[src/rtl/spi_pkg.sv]
// spi_pkg: FSM encoding and frame geometry shared by the SPI slave files
package spi_pkg;
  typedef enum logic [2:0] {IDLE, CMD, RD_FETCH, RD_LOAD, DATA, WAIT_CS} state_e;
  localparam int FRAME_BITS = 16;
  localparam int CMD_BITS = 8;
  localparam int RW_BIT = 7;
endpackage

[src/rtl/spi_sync_edge.sv]
// spi_sync_edge: synchronizes one async bit into clk and flags its rising/falling edges
module spi_sync_edge #(
  parameter int SYNC_STAGES = 2
) (
  input  logic clk,
  input  logic rst,
  input  logic async_i,
  output logic level_o,
  output logic rise_o,
  output logic fall_o
);
  logic [SYNC_STAGES-1:0] sync_q;
  logic prev_q;
  always_ff @(posedge clk)
    if (rst) begin
      sync_q <= '0;
      prev_q <= 1'b0;
    end else begin
      sync_q <= {sync_q[SYNC_STAGES-2:0], async_i};
      prev_q <= sync_q[SYNC_STAGES-1];
    end
  assign level_o = sync_q[SYNC_STAGES-1];
  assign rise_o = level_o & ~prev_q;
  assign fall_o = ~level_o & prev_q;
endmodule

[src/rtl/spi_slave_ctrl.sv]
// spi_slave_ctrl: mode-0 SPI slave decoding 16-bit frames into register-memory read/write strobes
module spi_slave_ctrl
  import spi_pkg::*;
#(
  parameter int ADDR_W = 4,
  parameter int DATA_W = FRAME_BITS - CMD_BITS,
  parameter int SYNC_STAGES = 2
) (
  input  logic              clk,
  input  logic              rst,
  input  logic              sclk,
  input  logic              cs_n,
  input  logic              mosi,
  output logic              miso,
  output logic              mem_write,
  output logic              mem_read,
  output logic [ADDR_W-1:0] mem_addr,
  output logic [DATA_W-1:0] mem_wdata,
  input  logic [DATA_W-1:0] mem_rdata,
  output logic              frame_done,
  output logic              frame_err
);
  localparam int FW = CMD_BITS + DATA_W;
  localparam int CW = $clog2(FW + 1);
  logic sclk_s, sclk_rise, sclk_fall, cs_s, cs_rise, cs_fall, mosi_s, active, cmd_last, frame_last;
  logic [SYNC_STAGES-1:0] mosi_q;
  logic [DATA_W-1:0] shift;
  state_e state_q, state_d;
  logic [CW-1:0] cnt_q, cnt_d;
  logic [DATA_W-2:0] rx_q, rx_d;
  logic [DATA_W-1:0] tx_q, tx_d, wdata_q, wdata_d;
  logic [ADDR_W-1:0] addr_q, addr_d;
  logic rd_q, rd_d, miso_q, miso_d, write_q, write_d, done_q, done_d, err_q, err_d;

  spi_sync_edge #(.SYNC_STAGES(SYNC_STAGES)) u_sclk (
    .clk(clk), .rst(rst), .async_i(sclk), .level_o(sclk_s), .rise_o(sclk_rise), .fall_o(sclk_fall)
  );
  spi_sync_edge #(.SYNC_STAGES(SYNC_STAGES)) u_cs (
    .clk(clk), .rst(rst), .async_i(cs_n), .level_o(cs_s), .rise_o(cs_rise), .fall_o(cs_fall)
  );

  // mosi only needs the level, kept in step with the sclk synchronizer
  always_ff @(posedge clk)
    mosi_q <= rst ? '0 : {mosi_q[SYNC_STAGES-2:0], mosi};
  assign mosi_s = mosi_q[SYNC_STAGES-1];

  assign shift = {rx_q, mosi_s};
  assign active = state_q inside {CMD, RD_FETCH, RD_LOAD, DATA};
  assign cmd_last = cnt_q == CW'(CMD_BITS - 1);
  assign frame_last = cnt_q == CW'(FW - 1);

  always_comb begin
    state_d = state_q;
    cnt_d = cnt_q;
    rx_d = rx_q;
    tx_d = tx_q;
    rd_d = rd_q;
    miso_d = miso_q;
    addr_d = addr_q;
    wdata_d = wdata_q;
    write_d = 1'b0;
    done_d = 1'b0;
    err_d = 1'b0;
    if (cs_rise && active) begin
      state_d = IDLE;
      err_d = 1'b1;
    end else begin
      case (state_q)
        IDLE: begin
          miso_d = 1'b0;
          if (cs_fall) begin
            state_d = CMD;
            cnt_d = '0;
            rx_d = '0;
          end
        end
        CMD: if (sclk_rise) begin
          rx_d = shift[DATA_W-2:0];
          cnt_d = cnt_q + 1'b1;
          if (cmd_last) begin
            addr_d = shift[ADDR_W-1:0];
            rd_d = shift[RW_BIT];
            state_d = shift[RW_BIT] ? RD_FETCH : DATA;
          end
        end
        RD_FETCH: state_d = RD_LOAD;
        RD_LOAD: begin
          tx_d = mem_rdata;
          state_d = DATA;
        end
        DATA: begin
          if (sclk_fall && rd_q) begin
            miso_d = tx_q[DATA_W-1];
            tx_d = tx_q << 1;
          end
          if (sclk_rise) begin
            rx_d = shift[DATA_W-2:0];
            cnt_d = cnt_q + 1'b1;
            if (frame_last) begin
              state_d = WAIT_CS;
              done_d = 1'b1;
              write_d = ~rd_q;
              wdata_d = rd_q ? wdata_q : shift;
            end
          end
        end
        WAIT_CS: begin
          // last read bit stays on the pin until sclk drops
          miso_d = miso_q & sclk_s;
          state_d = cs_s ? IDLE : WAIT_CS;
        end
        default: state_d = IDLE;
      endcase
    end
  end

  always_ff @(posedge clk)
    if (rst) begin
      state_q <= IDLE;
      cnt_q <= '0;
      rx_q <= '0;
      tx_q <= '0;
      rd_q <= 1'b0;
      miso_q <= 1'b0;
      addr_q <= '0;
      wdata_q <= '0;
      write_q <= 1'b0;
      done_q <= 1'b0;
      err_q <= 1'b0;
    end else begin
      state_q <= state_d;
      cnt_q <= cnt_d;
      rx_q <= rx_d;
      tx_q <= tx_d;
      rd_q <= rd_d;
      miso_q <= miso_d;
      addr_q <= addr_d;
      wdata_q <= wdata_d;
      write_q <= write_d;
      done_q <= done_d;
      err_q <= err_d;
    end

  assign miso = miso_q;
  assign mem_write = write_q;
  assign mem_read = state_q == RD_FETCH;
  assign mem_addr = addr_q;
  assign mem_wdata = wdata_q;
  assign frame_done = done_q;
  assign frame_err = err_q;
endmodule

[config.mk]
export PLATFORM = sky130hd
export DESIGN_NAME = spi_slave_ctrl
export DESIGN_NICKNAME = d
export VERILOG_FILES = /design/src/rtl/spi_pkg.sv /design/src/rtl/spi_sync_edge.sv /design/src/rtl/spi_slave_ctrl.sv
export SDC_FILE = /design/constraint.sdc
export NUM_CORES = 1
export LEC_CHECK = 0
export BUFFER_PORTS_ARGS = -buffer_cell sky130_fd_sc_hd__buf_2
export CAP_MARGIN = 20
export CORE_UTILIZATION = 25
export CTS_CLUSTER_DIAMETER = 80
export CTS_CLUSTER_SIZE = 8
export DETAILED_ROUTE_END_ITERATION = 6
export REMOVE_ABC_BUFFERS = 1
export SLEW_MARGIN = 20
export SYNTH_ARGS = -nofsm -noshare
export SYNTH_HDL_FRONTEND = slang
export SYNTH_SLANG_ARGS = --single-unit
export TNS_END_PERCENT = 10
[constraint.sdc]
create_clock -name clk -period 2.9 [get_ports clk]
set_input_delay 0.58 -clock clk [delete_from_list [all_inputs] [get_ports clk]]
set_output_delay 0.58 -clock clk [all_outputs]
set_load 0.01 [all_outputs]
* Yosys cells after proc, flatten, opt, wreduce, memory -nomap -nowiden
Cells that the tools add are included.
** Storage, ports and cells
- Output and inout bits :: 17
- Bits in registers :: 48
- Bits of input ports :: 13
- Logic and storage cells :: 82
** Operators by class
- Add/subtract/negate cells :: 1
- Reduce and logical (&&, ||, !) cells :: 17
- Bitwise gates (word level) :: 14
- Eq/ne operators :: 14
- Mux-type cells :: 20
** Operators with widths (number)
- $mux W3 :: 7
- $pmux W3 S6 :: 1
- $pmux W8 S2 :: 1
- $mux W7 :: 2
- $pmux W7 S2 :: 1
- $mux W5 :: 2
- $ne A2 B2 Y1 const B :: 5
- $pmux W5 S2 :: 1
- $reduce_and A5 Y1 :: 2
- $not A1 Y1 :: 9
- $mux W8 :: 1
- $reduce_and A4 Y1 :: 2
- $eq A3 B2 Y1 const B :: 2
- $eq A3 B3 Y1 const B :: 2
- $reduce_and A3 Y1 :: 2
- $add A5 B1 Y5 const B :: 1
- $and A1 B1 Y1 :: 5
- $eq A5 B3 Y1 const B :: 1
- $eq A5 B4 Y1 const B :: 1
- $reduce_or A5 Y1 :: 1
- $ne A2 B1 Y1 const B :: 2
- $reduce_bool A2 Y1 :: 2
- $reduce_bool A4 Y1 :: 1
- $reduce_or A2 Y1 :: 2
- 7 further kinds :: 10

* Longest topological paths before layout
- Depth after elaboration :: 5
- Depth in mapped cells :: 7
- Depth with buffers taken out :: 7

* Cells and area by module
From an unflattened synthesis, not the netlist that was laid out.
** Unflattened totals
- Cells, all modules :: 224
- Area, all modules :: 2102.0 um^2
** By module, submodules not included
- spi_slave_ctrl :: area an instance 1919.3 um^2, cells each 208, instances 1, seq. area each 840.8 um^2
- spi_sync_edge :: area an instance 91.3 um^2, cells each 8, instances 2, seq. area each 60.1 um^2

* Least setup slack after synthesis
No wires, ideal clock.
- Path type :: reg-to-reg
- From :: register cnt_q[0]
- To :: register wdata_q[0], in the netlist mem_wdata[0]
- Slack :: 1.064 ns
- Clock period less this slack :: 1.836 ns
- Data required time :: 2.772 ns
- Buffers on the path :: 0
- Arrival time :: 1.709 ns
- Cell stages (with the launch flop) :: 8
- Library setup time :: 0.128 ns
- Path through :: dfxtp_1 -> ha_1 -> and3_1 -> ha_1 -> nand3b_1 -> nor4_4 -> mux2i_1 -> nor2_1
** On the way
- Word-level cells in the longest chain between the ends :: 2
** Ends and longest elaborated chain
- start, declared :: line spi_slave_ctrl.sv:29 : logic [CW-1:0] cnt_q, cnt_d;
- start signal, assigned :: line spi_slave_ctrl.sv:132 : cnt_q <= cnt_d;
- $eq A5 B4 Y1 :: line spi_slave_ctrl.sv:50 : assign frame_last = cnt_q == CW'(FW - 1);
- via frame_last :: line spi_slave_ctrl.sv:25 : logic sclk_s, sclk_rise, sclk_fall, cs_s, cs_rise, cs_fall, mosi_s, active, cmd_last, frame_last;
- $reduce_and A5 Y1 (no line)
- end signal, assigned :: line spi_slave_ctrl.sv:138 : wdata_q <= wdata_d;
- end, declared :: line spi_slave_ctrl.sv:31 : logic [DATA_W-1:0] tx_q, tx_d, wdata_q, wdata_d;
The timed path passes the listed nets, and every way through them passes these cells.
A chain may end at the register's enable or synchronous reset.

* Worst setup path after layout
- From :: register state_q[2]
- To :: register wdata_q[0], in the netlist mem_wdata[0]
** On the way
- Word-level cells in the longest chain between the ends :: 5
- Elaborated cells on any way between the ends :: 8
- Those cells by class :: eq/ne (4); bitwise (1); reduce/logical (3)
** Ends and longest elaborated chain
- start, declared :: line spi_slave_ctrl.sv:28 : state_e state_q, state_d;
- start signal, assigned :: line spi_slave_ctrl.sv:131 : state_q <= state_d;
- $eq A3 B1 Y1 (tied with other cells) :: line spi_slave_ctrl.sv:48 : assign active = state_q inside {CMD, RD_FETCH, RD_LOAD, DATA};
- $reduce_bool A4 Y1 :: line spi_slave_ctrl.sv:48
- $logic_and A1 B1 Y1 :: line spi_slave_ctrl.sv:64 : if (cs_rise && active) begin
- $not A1 Y1 (no line)
- $reduce_and A5 Y1 (no line) *
Every way passes the cells marked *; elsewhere a longest branch is shown, timed or not.

==> summary.md <==
| Metric | Value |
|---|---|
| Outcome | `finished clean` |
| Total grt overflow | `0` |
| Ys flop type | `dfxtp_1` |
| Fill cells | `866` |
| CTS root buf | `clkbuf_8` |
| Final worst slack | `0.6296 ns` |
| Leakage power | `0.9218 nW` |
| Hold buffer count at cts | `0` |
| Port buffer count | `29` |
| Async S/R FF share, synth | `0%` |
| Via density | `4.751` |
| XOR/XNOR share of the synthesized area | `0.4260%` |
| Die Y-Extent | `92.68 microns` |
| Mux share of post-synthesis cell area | `8.278%` |
| GRT Resource Usage Total | `10.62%` |
| CTS resizes | `0` |
| Worst Tran Pin Value | `0.7523 ns` |
| Finished Core Util | `30.60%` |
| Die W | `92.68 microns` |
| Final Hold Violating Endpoints | `0` |
| Total CTS buffers | `5` |
| Max-cap violations | `0` |
| Final Setup Violations | `0` |
| Clock Latency Late Sink | `0.31 ns` |
| Largest net degree at the start of global routing | `38` |
| HP Class | `reg -> reg` |
| Synth Area in Simple Gates | `22.82%` |
| Pwr dens | `542.0 nW/um^2` |
| Drt total wl | `4245 microns` |
| CP Data Required Time | `3.08 ns` |
| Cell count after synthesis | `222` |
| DP Area | `2285 sq um` |
| Layout Nets | `261` |
| Pre-Repair DR Iteration Count | `4` |
| CP endpoint kind | `flop` |
| Initial Util | `26.20%` |
| Post-DP HPWL | `2878 microns` |
| Hold WS | `0.4445 ns` |
| CTS H-tree lvls | `2` |
| Inserted Diodes | `0` |
| Design area | `2401 sq um` |
| Maximum vdd drop | `275.9 uV` |
| Fmax | `0.4405 GHz` |
| First-pass GRT wire length | `7265 microns` |
| EDFF count, synth | `0` |
| Initial antenna violation count | `0` |
| Clock transition at the registers of the reported paths | `0.09 ns` |
| Setup_tns | `0 ns` |
| I/O pins | `30` |
| Core Box Area | `7848 sq um` |
| WL per Instance | `12.16 microns` |
| Worst slack at placement | `0.6484 ns` |
| Clock sinks | `48` |
| Syn Std Cell Area | `2056 sq um` |
| Synth Area in Adders | `1.217%` |
| DRC | `0` |
| Yosys Warn Count | `0` |
| Gpl congestion | `0.7935` |
| Area delta synth->final | `16.80%` |
| Library cells used by synthesis | `39` |
| Critical path, cell by cell | `or3b_4, nor4_4, mux2i_1, nor2_1` |
| Period utilisation layout | `78.29%` |
| Max incr delay on CP | `0.67 ns` |
| DR vias | `1658` |
| Sequential fraction of the synthesis area | `46.74%` |
| Layout cell share with drive strength beyond 1 | `18.22%` |
| TritonCTS clock tree | `yes` |
| Setup CP Type | `reg -> reg` |
| Vias in the first global route | `1500` |
| Worst-path fanout max | `17` |
| Max-slew headroom | `49.47%` |
| First-iteration detailed-routing DRC count | `68` |
| R2R Setup Slk | `0.63 ns` |
| FP Rows | `32` |
| Max Buffers Root-to-Sink | `2` |
| Synth Register Bits | `48` |
| Post-route ant nets | `0` |
| DIE AREA | `8590 sq um` |
| Final Slew Violations | `0` |
| Register area | `960.9 sq um` |
| Min Tclk post-route | `2.270 ns` |
| Area of the multi-input gates | `1013 sq um` |
| Largest family of logic cells by synthesized area | `simple AND/OR/NAND/NOR gates` |
| Syn avg cell area | `9.260 sq um` |
| CP Launch Type | `flop` |
| RSZ-0062 raised after global routing | `no` |
| Slowest CP cell | `nor4_4` |
| Synth Area in Compound Gates | `16.56%` |
| Crit path DAT | `2.45 ns` |
| Setup Buffers After CTS | `0` |
| Worst Skew | `0.005820 ns` |
registers in the layout (all words and copies together) (netlist names), 2 cells and up:
| register | cells |
|---|---|
| u_cs.sync_q | 2 |
| mem_addr | 4 |
| mosi_q | 2 |
| cnt_q | 5 |
| mem_wdata | 8 |
| u_sclk.sync_q | 2 |
| rx_q | 7 |
| tx_q | 8 |
| state_q | 3 |
power breakdown:
part	internal, mW	switching, mW
sequential	0.670	0.0208
combinational	0.0480	0.0684
clock	0.260	0.235
final timing paths:
path,from,end,depth (start not counted)
setup / recovery,state_q[2]$_SDFFE_PP0P_,mem_wdata[0]$_SDFFE_PP0P_,4
setup reg to reg,state_q[2]$_SDFFE_PP0P_,mem_wdata[0]$_SDFFE_PP0P_,4
hold / removal,u_cs.sync_q[0]$_SDFF_PP0_,u_cs.sync_q[1]$_SDFF_PP0_,1
hold reg to reg,u_cs.sync_q[0]$_SDFF_PP0_,u_cs.sync_q[1]$_SDFF_PP0_,1
layer usage:
| layer | vias to the layer above | share of wire [%] | wire (microns) | GRT usage, % |
|---|---|---|---|---|
| met5 | - | 0 | 0 | 0 |
| met4 | 0 | 2.6 | 111 | 5.513 |
| met3 | 9 | 3.0 | 128 | 2.299 |
| met2 | 33 | 46 | 1939 | 16.17 |
| met1 | 771 | 49 | 2065 | 14.03 |
| li1 | 845 | - | - | - |
metrics by stage:
step	power, mW	std cells
after floorplan	0.7804	207
after global placement	0.8204	341
after detailed placement	0.8219	341
after CTS	1.315	349
after global routing	1.365	349
final	1.301	349
worst max-delay path: cells and delay by family, from the launching register on:
family	cells	cell delay, ns
and+or+nand+nor	3	1.28
DFF	1	0.59
muxes	1	0.27
kinds of logic (layout without fill, tap and decap cells):
logic type                 Yosys count  in the layout
AOI/OAI and AO/OA                   52             52
DFF                                 48             48
adders and majority gates            2              2
muxes                               17             17
and+or+nand+nor                     83             83
buffers and inverters               19             44
xor gates and xnor gates             1              1
synthesized netlist by cell type, types with 3 or more instances:
cell type | n | area, sq um
nand3_1 | 15 | 75.07
nor3_1 | 5 | 25.02
inv_1 | 4 | 15.01
buf_2 | 5 | 25.02
a311oi_1 | 7 | 61.31
mux2i_1 | 17 | 170.2
or3_1 | 3 | 18.77
o21ai_0 | 15 | 75.07
clkbuf_1 | 9 | 33.78
nor2_1 | 16 | 60.06
nand4_1 | 4 | 25.02
nand2_1 | 10 | 37.54
a21oi_1 | 17 | 85.08
nor2b_1 | 15 | 93.84
nand2b_1 | 5 | 31.28
dfxtp_1 | 48 | 960.9
layout by cell type, fill, tap and decap left out, types with 2 or more instances in the layout:
master	instances
dfxtp_1	48
buf_2	29
a21oi_1	17
mux2i_1	17
nor2_1	16
nor2b_1	15
nand3_1	15
o21ai_0	15
nand2_1	10
a311oi_1	7
nor3_1	5
nand2b_1	5
clkbuf_8	5
inv_1	4
nand4_1	4
or3_1	3
buf_4	3
or4bb_1	2
nand3b_1	2
a211oi_1	2
ha_1	2
clkinv_4	2
area by class of cell:
type                            count  area share [%]
Clock buffer                        5           2.866
Clock inverter                      3           1.980
Inverter                            4          0.6253
Multi-Input combinational cell    155           42.21
Sequential cell                    48           40.02
Tap cell                          102           5.315
Timing Repair Buffer               32           6.983
(Power assumes the default switching activity.)
